**src/rtl/loader_pkg.sv**
```systemverilog
// Shared types and constants for the memory loader.
// CHECKSUM_EN adds the CHECK state to the state encoding.
package loader_pkg;

    localparam int HEADER_BYTES = 4;

    typedef logic [31:0] word_t;

    // Five states do not fit two bits, so the encoding is three bits wide.
    typedef enum logic [2:0] {
        ST_HEADER = 3'd0,
        ST_DATA   = 3'd1,
`ifdef CHECKSUM_EN
        ST_CHECK  = 3'd2,
`endif
        ST_DONE   = 3'd3,
        ST_ERROR  = 3'd4
    } state_t;

endpackage

```
**src/rtl/byte_word_packer.sv**
```systemverilog
// Little-endian byte-to-word packer. Byte i of a group lands in bits
// [8i+7:8i]. o_word shows the word including the byte accepted this cycle,
// so it is complete in the same cycle that o_complete pulses.
module byte_word_packer
    import loader_pkg::*;
(
    input  logic       clock,
    input  logic       reset_n,
    input  logic       i_accept,
    input  logic [7:0] i_byte,
    output word_t      o_word,
    output logic       o_complete,
    output logic [1:0] o_index
);

    logic [1:0] r_idx;
    word_t      r_buf;

    // Store each accepted byte in its lane and advance the index (wraps 3->0).
    always_ff @(posedge clock or negedge reset_n) begin
        if (!reset_n) begin
            r_idx <= 2'd0;
            r_buf <= '0;
        end else if (i_accept) begin
            r_buf[{r_idx, 3'b000} +: 8] <= i_byte;
            r_idx                       <= r_idx + 2'd1;
        end
    end

    // Bypass the incoming byte into its lane so the full word is visible now.
    always_comb begin
        o_word = r_buf;
        if (i_accept) begin
            o_word[{r_idx, 3'b000} +: 8] = i_byte;
        end
    end

    assign o_complete = i_accept && (r_idx == 2'(HEADER_BYTES - 1));
    assign o_index    = r_idx;

endmodule

```
**src/rtl/memory_loader.sv**
```systemverilog
// Bus initiator that loads a word count plus payload from a byte stream into
// memory starting at BASE_ADDR, then raises done (or error on a bad frame).
// Optional feature macro: CHECKSUM_EN (trailing 8-bit payload sum byte).
module memory_loader
    import loader_pkg::*;
#(
    parameter word_t WORD_NUM  = 32'd2048,
    parameter word_t BASE_ADDR = 32'd0
) (
    input  logic        clock,
    input  logic        reset_n,
    input  logic        rx_valid,
    input  logic [7:0]  rx_data,
    output logic        rx_ready,
    output logic        mem_write_enable,
    output logic [31:0] mem_address,
    output logic [31:0] mem_write_data,
    output logic        busy,
    output logic        done,
    output logic        error
);

    state_t     r_state, w_next;
    word_t      r_n;
    word_t      r_cnt;
    logic       r_we;
    word_t      r_addr;
    word_t      r_wdata;
    word_t      w_word;
    logic       w_complete;
    logic [1:0] w_index;
    logic       w_xfer;
    logic       w_pack_accept;
    logic       w_last_word;

    assign w_xfer        = rx_valid && rx_ready;
    assign w_pack_accept = w_xfer && (r_state == ST_HEADER || r_state == ST_DATA);
    assign w_last_word   = (r_cnt == r_n - 32'd1);

    byte_word_packer u_packer (
        .clock      (clock),
        .reset_n    (reset_n),
        .i_accept   (w_pack_accept),
        .i_byte     (rx_data),
        .o_word     (w_word),
        .o_complete (w_complete),
        .o_index    (w_index)
    );

`ifdef CHECKSUM_EN
    logic [7:0] r_sum;

    // Running mod-256 sum of payload bytes; header bytes are excluded.
    always_ff @(posedge clock or negedge reset_n) begin
        if (!reset_n) begin
            r_sum <= 8'd0;
        end else if (r_state == ST_DATA && w_pack_accept) begin
            r_sum <= r_sum + rx_data;
        end
    end
`endif

    // State register.
    always_ff @(posedge clock or negedge reset_n) begin
        if (!reset_n) begin
            r_state <= ST_HEADER;
        end else begin
            r_state <= w_next;
        end
    end

    // Next-state and status outputs.
    always_comb begin
        w_next   = r_state;
        rx_ready = 1'b1;
        busy     = 1'b0;
        done     = 1'b0;
        error    = 1'b0;
        case (r_state)
            ST_HEADER: begin
                busy = (w_index != 2'd0);
                if (w_complete) begin
                    if (w_word == '0) begin
                        w_next = ST_DONE;
                    end else if (w_word > WORD_NUM) begin
                        w_next = ST_ERROR;
                    end else begin
                        w_next = ST_DATA;
                    end
                end
            end
            ST_DATA: begin
                busy = 1'b1;
                if (w_complete && w_last_word) begin
`ifdef CHECKSUM_EN
                    w_next = ST_CHECK;
`else
                    w_next = ST_DONE;
`endif
                end
            end
`ifdef CHECKSUM_EN
            ST_CHECK: begin
                busy = 1'b1;
                if (w_xfer) begin
                    w_next = (rx_data == r_sum) ? ST_DONE : ST_ERROR;
                end
            end
`endif
            ST_DONE: begin
                rx_ready = 1'b0;
                done     = 1'b1;
            end
            ST_ERROR: begin
                error = 1'b1;
            end
            default: begin
                w_next = ST_HEADER;
            end
        endcase
    end

    // Latch N from the header and issue one-cycle word writes in DATA.
    always_ff @(posedge clock or negedge reset_n) begin
        if (!reset_n) begin
            r_n     <= '0;
            r_cnt   <= '0;
            r_we    <= 1'b0;
            r_addr  <= '0;
            r_wdata <= '0;
        end else begin
            r_we <= 1'b0;
            if (r_state == ST_HEADER && w_complete) begin
                r_n   <= w_word;
                r_cnt <= '0;
            end
            if (r_state == ST_DATA && w_complete) begin
                r_we    <= 1'b1;
                r_addr  <= BASE_ADDR + r_cnt;
                r_wdata <= w_word;
                r_cnt   <= r_cnt + 32'd1;
            end
        end
    end

    assign mem_write_enable = r_we;
    assign mem_address      = r_addr;
    assign mem_write_data   = r_wdata;

endmodule
```
**config.mk**
```make
export PLATFORM = sky130hd
export DESIGN_NAME = memory_loader
export DESIGN_NICKNAME = d
export VERILOG_FILES = /design/src/rtl/loader_pkg.sv /design/src/rtl/byte_word_packer.sv /design/src/rtl/memory_loader.sv
export SDC_FILE = /design/constraint.sdc
export NUM_CORES = 1
export LEC_CHECK = 0
export CELL_PAD_IN_SITES_DETAIL_PLACEMENT = 1
export CELL_PAD_IN_SITES_GLOBAL_PLACEMENT = 1
export CORE_ASPECT_RATIO = 1.1
export CORE_MARGIN = 3
export CORE_UTILIZATION = 35
export CTS_CLUSTER_SIZE = 8
export DETAILED_ROUTE_END_ITERATION = 6
export DONT_BUFFER_PORTS = 1
export GPL_ROUTABILITY_DRIVEN = 0
export GPL_TIMING_DRIVEN = 0
export HOLD_SLACK_MARGIN = 0.02
export PLACE_DENSITY = 0.71
export SYNTH_ARGS = -nofsm -noshare
export SYNTH_HDL_FRONTEND = slang
export SYNTH_SLANG_ARGS = --single-unit
```
**constraint.sdc**
```tcl
create_clock -name clock -period 4 [get_ports clock]
set_input_delay 0.6 -clock clock [delete_from_list [all_inputs] [get_ports clock]]
set_output_delay 0.6 -clock clock [all_outputs]
set_load 0.01 [all_outputs]
```
==> metrics.md, run 1 <==
| Metric | Value |
|---|---|
| Hpwl dp | 17400 µm |
| Crit Reg-Reg Startpoint | r_n[13]$_DFFE_PN0P_ |
| Die ar. | 25400 µm² |
| Critical Path Source | r_n[13]$_DFFE_PN0P_ |
| WP buf/inv | 1 |
| I/O Buffers | 0 |
| CP peak stage delay | 930 ps |
| Max transition margin | 30.2% |
| Clock Sinks | 166 |
| Failing checks | hold timing |
| Final period util | 96.6% |
| # IOs | 80 |
| Reg2reg setup slack | 140 ps |
| WHS | -143 ps |
| Vias | 6469 |
| Detailed Route Iter0 Violations | 328 |
| CTS Root Cell | clkbuf_16 |
| Share of cells above drive strength 1 | 9.62% |
| Drt first pass iters | 4 |
| Total Nets Final | 889 |
| Reg2Reg Depth | 9 |
| Routed wire length | 24400 µm |
| Grt ovf | 0 |
| Synth top cells by count | dfrtp_1 (166), nand2_1 (124), o21ai_0 (92), clkbuf_1 (49), nor2_1 (45) |
| Total CTS buffers | 17 |
| Residual DRC | 0 |
| Logic depth of the worst path, buffers included | 9 |
| Cell Rows | 58 |
| Max Slew Vio Count | 0 |
| Startpoint types | flip-flop |
| Sum Neg Setup Slack | 0 ps |
| Slew of the pin with the lowest slew margin | 1040 ps |
| Post-Syn Instances | 853 |
| Global-route wire length before repair | 38800 µm |
| Initial core utilization | 35.8% |
| Hold Fails Final Rpt | 166 |
| Worst-Skew Late Latency | 440 ps |
| MaxCap Viol Count | 0 |
| Layout Skew | 14.3 ps |
| Finished Layout Cells | 1184 |
| YS warnings | 0 |
| Total Routing Usage GR | 19.3% |
| Pin count of the biggest net entering global routing | 167 |
| ANT nets after route | 0 |
| Async SR Flop Fraction | 100% |
| Worst path slowest cell | nor4_1 |
| P_leak | 4.28 nW |
| Clock Path Buffers | 2 |
| Initial antenna violation count | 0 |
| IR drop worst, VDD | 0.000353 V |
| Synth Register Bits | 166 |
| Total Power | 0.00652 W |
| Power Dens Cells | 706 nW/µm² |
| CTS tree | yes |
| Count leader, synth | dfrtp_1 |
| RR Endpoint | r_state[1]$_DFFE_PN0P_ |
| Net Count, Synth | 871 |
| # setup viols final | 0 |
| Largest area contributor in the netlist | dfrtp_1 |
| Kind of cell adding the most delay to the critical path | simple AND/OR/NAND/NOR gates |
| Critical path class | reg2reg |
| Wirelength per Cell | 20.6 µm |
| H-tree depth | 4 |
| Max Clock Freq | 259 MHz |
| Synth cell types | 58 |
| # fillers | 2633 |
| Mean Syn Cell Area | 9.65 µm² |
| Unrepaired setup endpoints after global routing | yes |
| Worst Setup End Kind | flip-flop |
| Crit-path cells | clkbuf_1 > nor4_1 > and4_1 > nand3_1 > mux2_2 > o2111ai_1 > or4b_1 > or4_1 > a221oi_2 |
| Total placed cells including tap cells | 1153 |
| Post-layout util | 40.2% |
| Post-synth EDFFs | 0 |
| Share of the synthesized area in the top cell type | 50.5% |
| Setup crit end | r_state[1]$_DFFE_PN0P_ |
| Vias in the first global route | 6779 |
| Core region area | 23000 µm² |
| Outcome | complete, but fails checks |
| Worst min-delay path class | in2async |
| CP arrival | 4200 ps |
| Die Ht | 167 µm |
| Final worst path period need | 3860 ps |
| Mapped cell area | 8230 µm² |
| Seq/Total Area, Yosys | 50.5% |
| Reg clk slew, reported paths | 70 ps |
| Crit Path Max Fanout | 9 |
| Top_reg_cell synth | dfrtp_1 |
| Area Growth Syn to Fin | 12.3% |
| Top cells by area, synth | dfrtp_1 (50%), nand2_1 (5.7%), o21ai_0 (5.6%), mux2_2 (4.5%), xnor2_1 (2.6%) |
| Via density | 5.46 |
| Ant. Diodes | 0 |
| Req. time, crit path | 4340 ps |
| Die W | 152 µm |
[flip-flops by register name, indices dropped and copies added, names as in the netlist]
name and flops:
mem_address 32, mem_write_data 32, mem_write_enable 1, r_cnt 32
r_n 32, r_state 3, u_packer.o_index 2, u_packer.r_buf 32
[how the worst min path moves through the flow]
stage | startpoint | endpoint | slack (ps) | cells past startpoint
after floorplan | reset_n | mem_address[0]$_DFFE_PN0P_ | 300 | 0
after global placement | reset_n | mem_address[23]$_DFFE_PN0P_ | 310 | 0
after detailed placement | reset_n | mem_address[20]$_DFFE_PN0P_ | 310 | 0
after CTS | reset_n | mem_write_data[5]$_DFFE_PN0P_ | -150 | 0
after global routing | reset_n | mem_address[23]$_DFFE_PN0P_ | -150 | 0
final | reset_n | r_cnt[15]$_DFFE_PN0P_ | -140 | 0
[layout make-up]
cell class | count | area [µm²] | share of cell area, %
sequential | 166 | 4150 | 45.0
multi-input combinational | 586 | 3750 | 40.6
clock buffer | 21 | 460 | 4.98
tap | 300 | 375 | 4.06
buffer | 56 | 220 | 2.38
inverter | 44 | 165 | 1.79
clock inverter | 11 | 116 | 1.26
[layout by cell type (no fill, tap or decap), types with 4 or more instances in the layout]
cell type / netlist / routed
o2111ai_1: 4 / 4
mux2i_2: 0 / 7
and4_1: 4 / 4
mux2i_1: 20 / 13
a22oi_1: 13 / 11
nand4_1: 15 / 15
nand3b_1: 5 / 5
nor4b_1: 5 / 4
inv_1: 44 / 44
nand2_1: 124 / 124
a21oi_1: 19 / 19
or3_1: 6 / 6
nor2_1: 45 / 45
o21ai_0: 92 / 92
nor4bb_1: 6 / 5
clkbuf_1: 49 / 50
or4_1: 7 / 7
and3_1: 10 / 10
dfrtp_1: 166 / 166
and4b_1: 5 / 5
a22o_1: 6 / 6
ha_1: 7 / 7
xnor2_1: 24 / 24
nand3_1: 26 / 26
xor2_1: 24 / 24
nor3_1: 14 / 14
nand2b_1: 4 / 4
nor4_1: 12 / 11
mux2_2: 33 / 33
and2_1: 4 / 4
nor3b_1: 4 / 4
nor2b_1: 7 / 7
buf_1: 5 / 5
clkbuf_16: 0 / 17
[kinds of logic after synthesis]
| family | Yosys count | share of synthesized area, % |
|---|---|---|
| compound gates | 161 | 11.7 |
| mux | 53 | 6.95 |
| xor+xnor | 48 | 5.11 |
| fa+ha+maj | 7 | 1.06 |
| simple gates | 317 | 20.0 |
| buf+inv | 101 | 4.73 |
| flops | 166 | 50.5 |
[through the flow]
step / setup WS (ps) / area [µm²]
detailed placement: -26.2 / 8600
global route: -63.8 / 9240
finish: 137 / 9240
CTS: 26.6 / 9190
global placement: -6.55 / 8600
floorplan: 668 / 8230
[metal layers]
layer,wire (µm),part of all wire [%],vias up,track usage [%]
met3,929,3.8,28,3.85
met2,12200,50,118,33.0
met4,420,1.7,0,5.63
met1,10900,44,3303,24.9
li1,-,-,3020,-
met5,0,0,-,0
[power breakdown]
part,internal (W),total [W],switching (W)
combinational,0.00102,0.00260,0.00158
sequential,0.00197,0.00229,0.000317
clock,0.000903,0.00164,0.000738
[what timing repair did]
item | in CTS | in global routing
setup buffers | 0 | 0
endpoints found under the setup margin | 1 | 33
gates resized for setup | 1 | 12
hold endpoints to repair | 166 | 166
(Power assumes the default switching activity.)
==> run 2, diff against run 1 <==
- PLACE_DENSITY: 0.71 -> 0.64
==> run 2 against run 1 <==
Compared with the run above: cell count stayed put; the flow still finishes with violations (hold timing); combinational power hardly changed; hold slack better by 4.8 ps; critical path depth is 1 higher; critical path type unchanged.
==> metrics.md, run 2 (synthesis gave the netlist of run 1 again) <==
| Metric | Value |
|---|---|
| Postcts setup bufs | 0 |
| Pin count of the biggest net entering global routing | 167 |
| Die Ht | 167 µm |
| Kind of cell adding the most delay to the critical path | simple AND/OR/NAND/NOR gates |
| Reg2reg setup slack | 270 ps |
| Max Slew Vio Count | 0 |
| Reg clk slew, reported paths | 70 ps |
| Grt ovf | 0 |
| Routed wire length | 24200 µm |
| Hpwl dp | 17600 µm |
| CP peak stage delay | 620 ps |
| Crit-path cells | clkbuf_1 > or4_1 > or4_1 > clkbuf_2 > nor4_1 > a31oi_1 > a21boi_0 > or4b_1 > or4_1 > a221oi_2 |
| Power Dens Cells | 705 nW/µm² |
| Final worst path period need | 3730 ps |
| Die ar. | 25400 µm² |
| CP arrival | 4070 ps |
| ANT nets after route | 0 |
| Worst path most repeated cell | or4_1 |
| Critical path class | reg2reg |
| Worst slack, placed | -23.6 ps |
| Startpoint types | flip-flop |
| Via density | 5.39 |
| Final worst slack | 268 ps |
| # IOs | 80 |
| Total CTS buffers | 17 |
| Hold Fails Final Rpt | 166 |
| Worst path slowest cell | or4_1 |
| Vias in the first global route | 6672 |
| Commonest non-fill, non-tap cell in the layout | dfrtp_1 |
| Cell Rows | 58 |
| Crit Path Max Fanout | 9 |
| Slew of the pin with the lowest slew margin | 992 ps |
| Die W | 152 µm |
| Total placed cells including tap cells | 1153 |
| Max transition margin | 33.6% |
| Reg2Reg Depth | 10 |
| Wirelength per Cell | 20.4 µm |
| CTS Root Cell | clkbuf_16 |
| Unrepaired setup endpoints after global routing | no |
| H-tree depth | 4 |
| Finished Layout Cells | 1184 |
| MaxCap Viol Count | 0 |
| Initial antenna violation count | 0 |
| Req. time, crit path | 4340 ps |
| Total Routing Usage GR | 19.3% |
| CTS tree | yes |
| Drt first pass iters | 4 |
| Area Growth Syn to Fin | 12.0% |
| Clock Path Buffers | 2 |
| Layout Skew | 8.01 ps |
| # setup viols final | 0 |
| Worst min-delay path class | in2async |
| Residual DRC | 0 |
| Core region area | 23000 µm² |
| Global-route wire length before repair | 38600 µm |
| Clock Sinks | 166 |
| Worst-Skew Late Latency | 440 ps |
| Worst Setup End Kind | flip-flop |
| Vias | 6382 |
| Total Power | 0.00649 W |
| Sum Neg Setup Slack | 0 ps |
| I/O Buffers | 0 |
| Share of cells above drive strength 1 | 9.16% |
| Crit Reg-Reg Startpoint | r_n[3]$_DFFE_PN0P_ |
| Detailed Route Iter0 Violations | 282 |
| # fillers | 2625 |
| Outcome | complete, but fails checks |
| WHS | -139 ps |
| Ant. Diodes | 0 |
| Final period util | 93.3% |
| WP buf/inv | 2 |
| Initial core utilization | 35.8% |
| RR Endpoint | r_state[1]$_DFFE_PN0P_ |
| Commonest cells after routing, fill and taps aside | dfrtp_1 (166), nand2_1 (124), o21ai_0 (92), clkbuf_1 (48), nor2_1 (45) |
| Max Clock Freq | 268 MHz |
| Failing checks | hold timing |
| P_leak | 4.32 nW |
| Total Nets Final | 889 |
| IR drop worst, VDD | 0.000384 V |
-- run 2: cell count changes in the layout (fill, tap and decap cells not counted) --
| cell | previous run | this run |
|---|---|---|
| a22oi_1 | 11 | 12 |
| clkinv_4 | 3 | 2 |
| mux2i_1 | 13 | 20 |
| a22oi_2 | 2 | 1 |
| nor4_1 | 11 | 10 |
| nor3_2 | 0 | 1 |
| mux2i_2 | 7 | 0 |
| clkbuf_2 | 2 | 3 |
| nor4_2 | 1 | 2 |
| nor3_1 | 14 | 13 |
| clkbuf_1 | 50 | 48 |
| clkinv_2 | 0 | 2 |
-- run 2: final cells by class --
type	count	area (µm²)	area share (%)
Sequential cell	166	4150	45.1
Clock buffer	20	457	4.96
Inverter	44	165	1.79
Clock inverter	12	118	1.28
Buffer	56	221	2.40
Tap cell	300	375	4.07
Multi-Input combinational cell	586	3730	40.4
-- run 2: power breakdown --
| part | total [W] | internal [W] | switching, W |
|---|---|---|---|
| sequential | 0.00227 | 0.00197 | 0.000307 |
| combinational | 0.00258 | 0.00101 | 0.00157 |
| clock | 0.00164 | 0.000900 | 0.000736 |
| total | 0.00649 | 0.00388 | 0.00262 |
-- run 2: stage by stage --
stage / utilization (%) / instance area (µm²)
finish: 40.1 / 9220
global route: 40.1 / 9220
CTS: 40.0 / 9190
detailed placement: 37.4 / 8600
global placement: 37.4 / 8600
floorplan: - / 8230
-- run 2: worst max path at each step --
stage / to / cells past startpoint / start / slack (ps)
after floorplan: r_state[1]$_DFFE_PN0P_ / 10 / r_n[9]$_DFFE_PN0P_ / 670
after global placement: r_state[1]$_DFFE_PN0P_ / 9 / r_n[3]$_DFFE_PN0P_ / 4
after detailed placement: r_state[1]$_DFFE_PN0P_ / 11 / u_packer.o_index[0]$_DFFE_PN0N_ / -20
after CTS: r_state[1]$_DFFE_PN0P_ / 9 / r_n[3]$_DFFE_PN0P_ / 40
after global routing: r_state[1]$_DFFE_PN0P_ / 10 / r_n[3]$_DFFE_PN0P_ / 10
final: r_state[1]$_DFFE_PN0P_ / 10 / r_n[3]$_DFFE_PN0P_ / 270
-- run 2: timing repair --
| item | 4_1_cts | 5_1_grt |
|---|---|---|
| hold endpoints to repair | 166 | 166 |
| endpoints found under the setup margin | 10 | 1 |
| gates resized for setup | 3 | 5 |
-- run 2: per-layer routing --
layer | GRT usage, % | share of wire, % | up-vias
met2 | 31.8 | 49 | 128
met4 | 6.45 | 2.1 | 0
met5 | 0 | 0 | -
met1 | 25.0 | 45 | 3219
li1 | - | - | 3009
met3 | 4.81 | 4.6 | 26
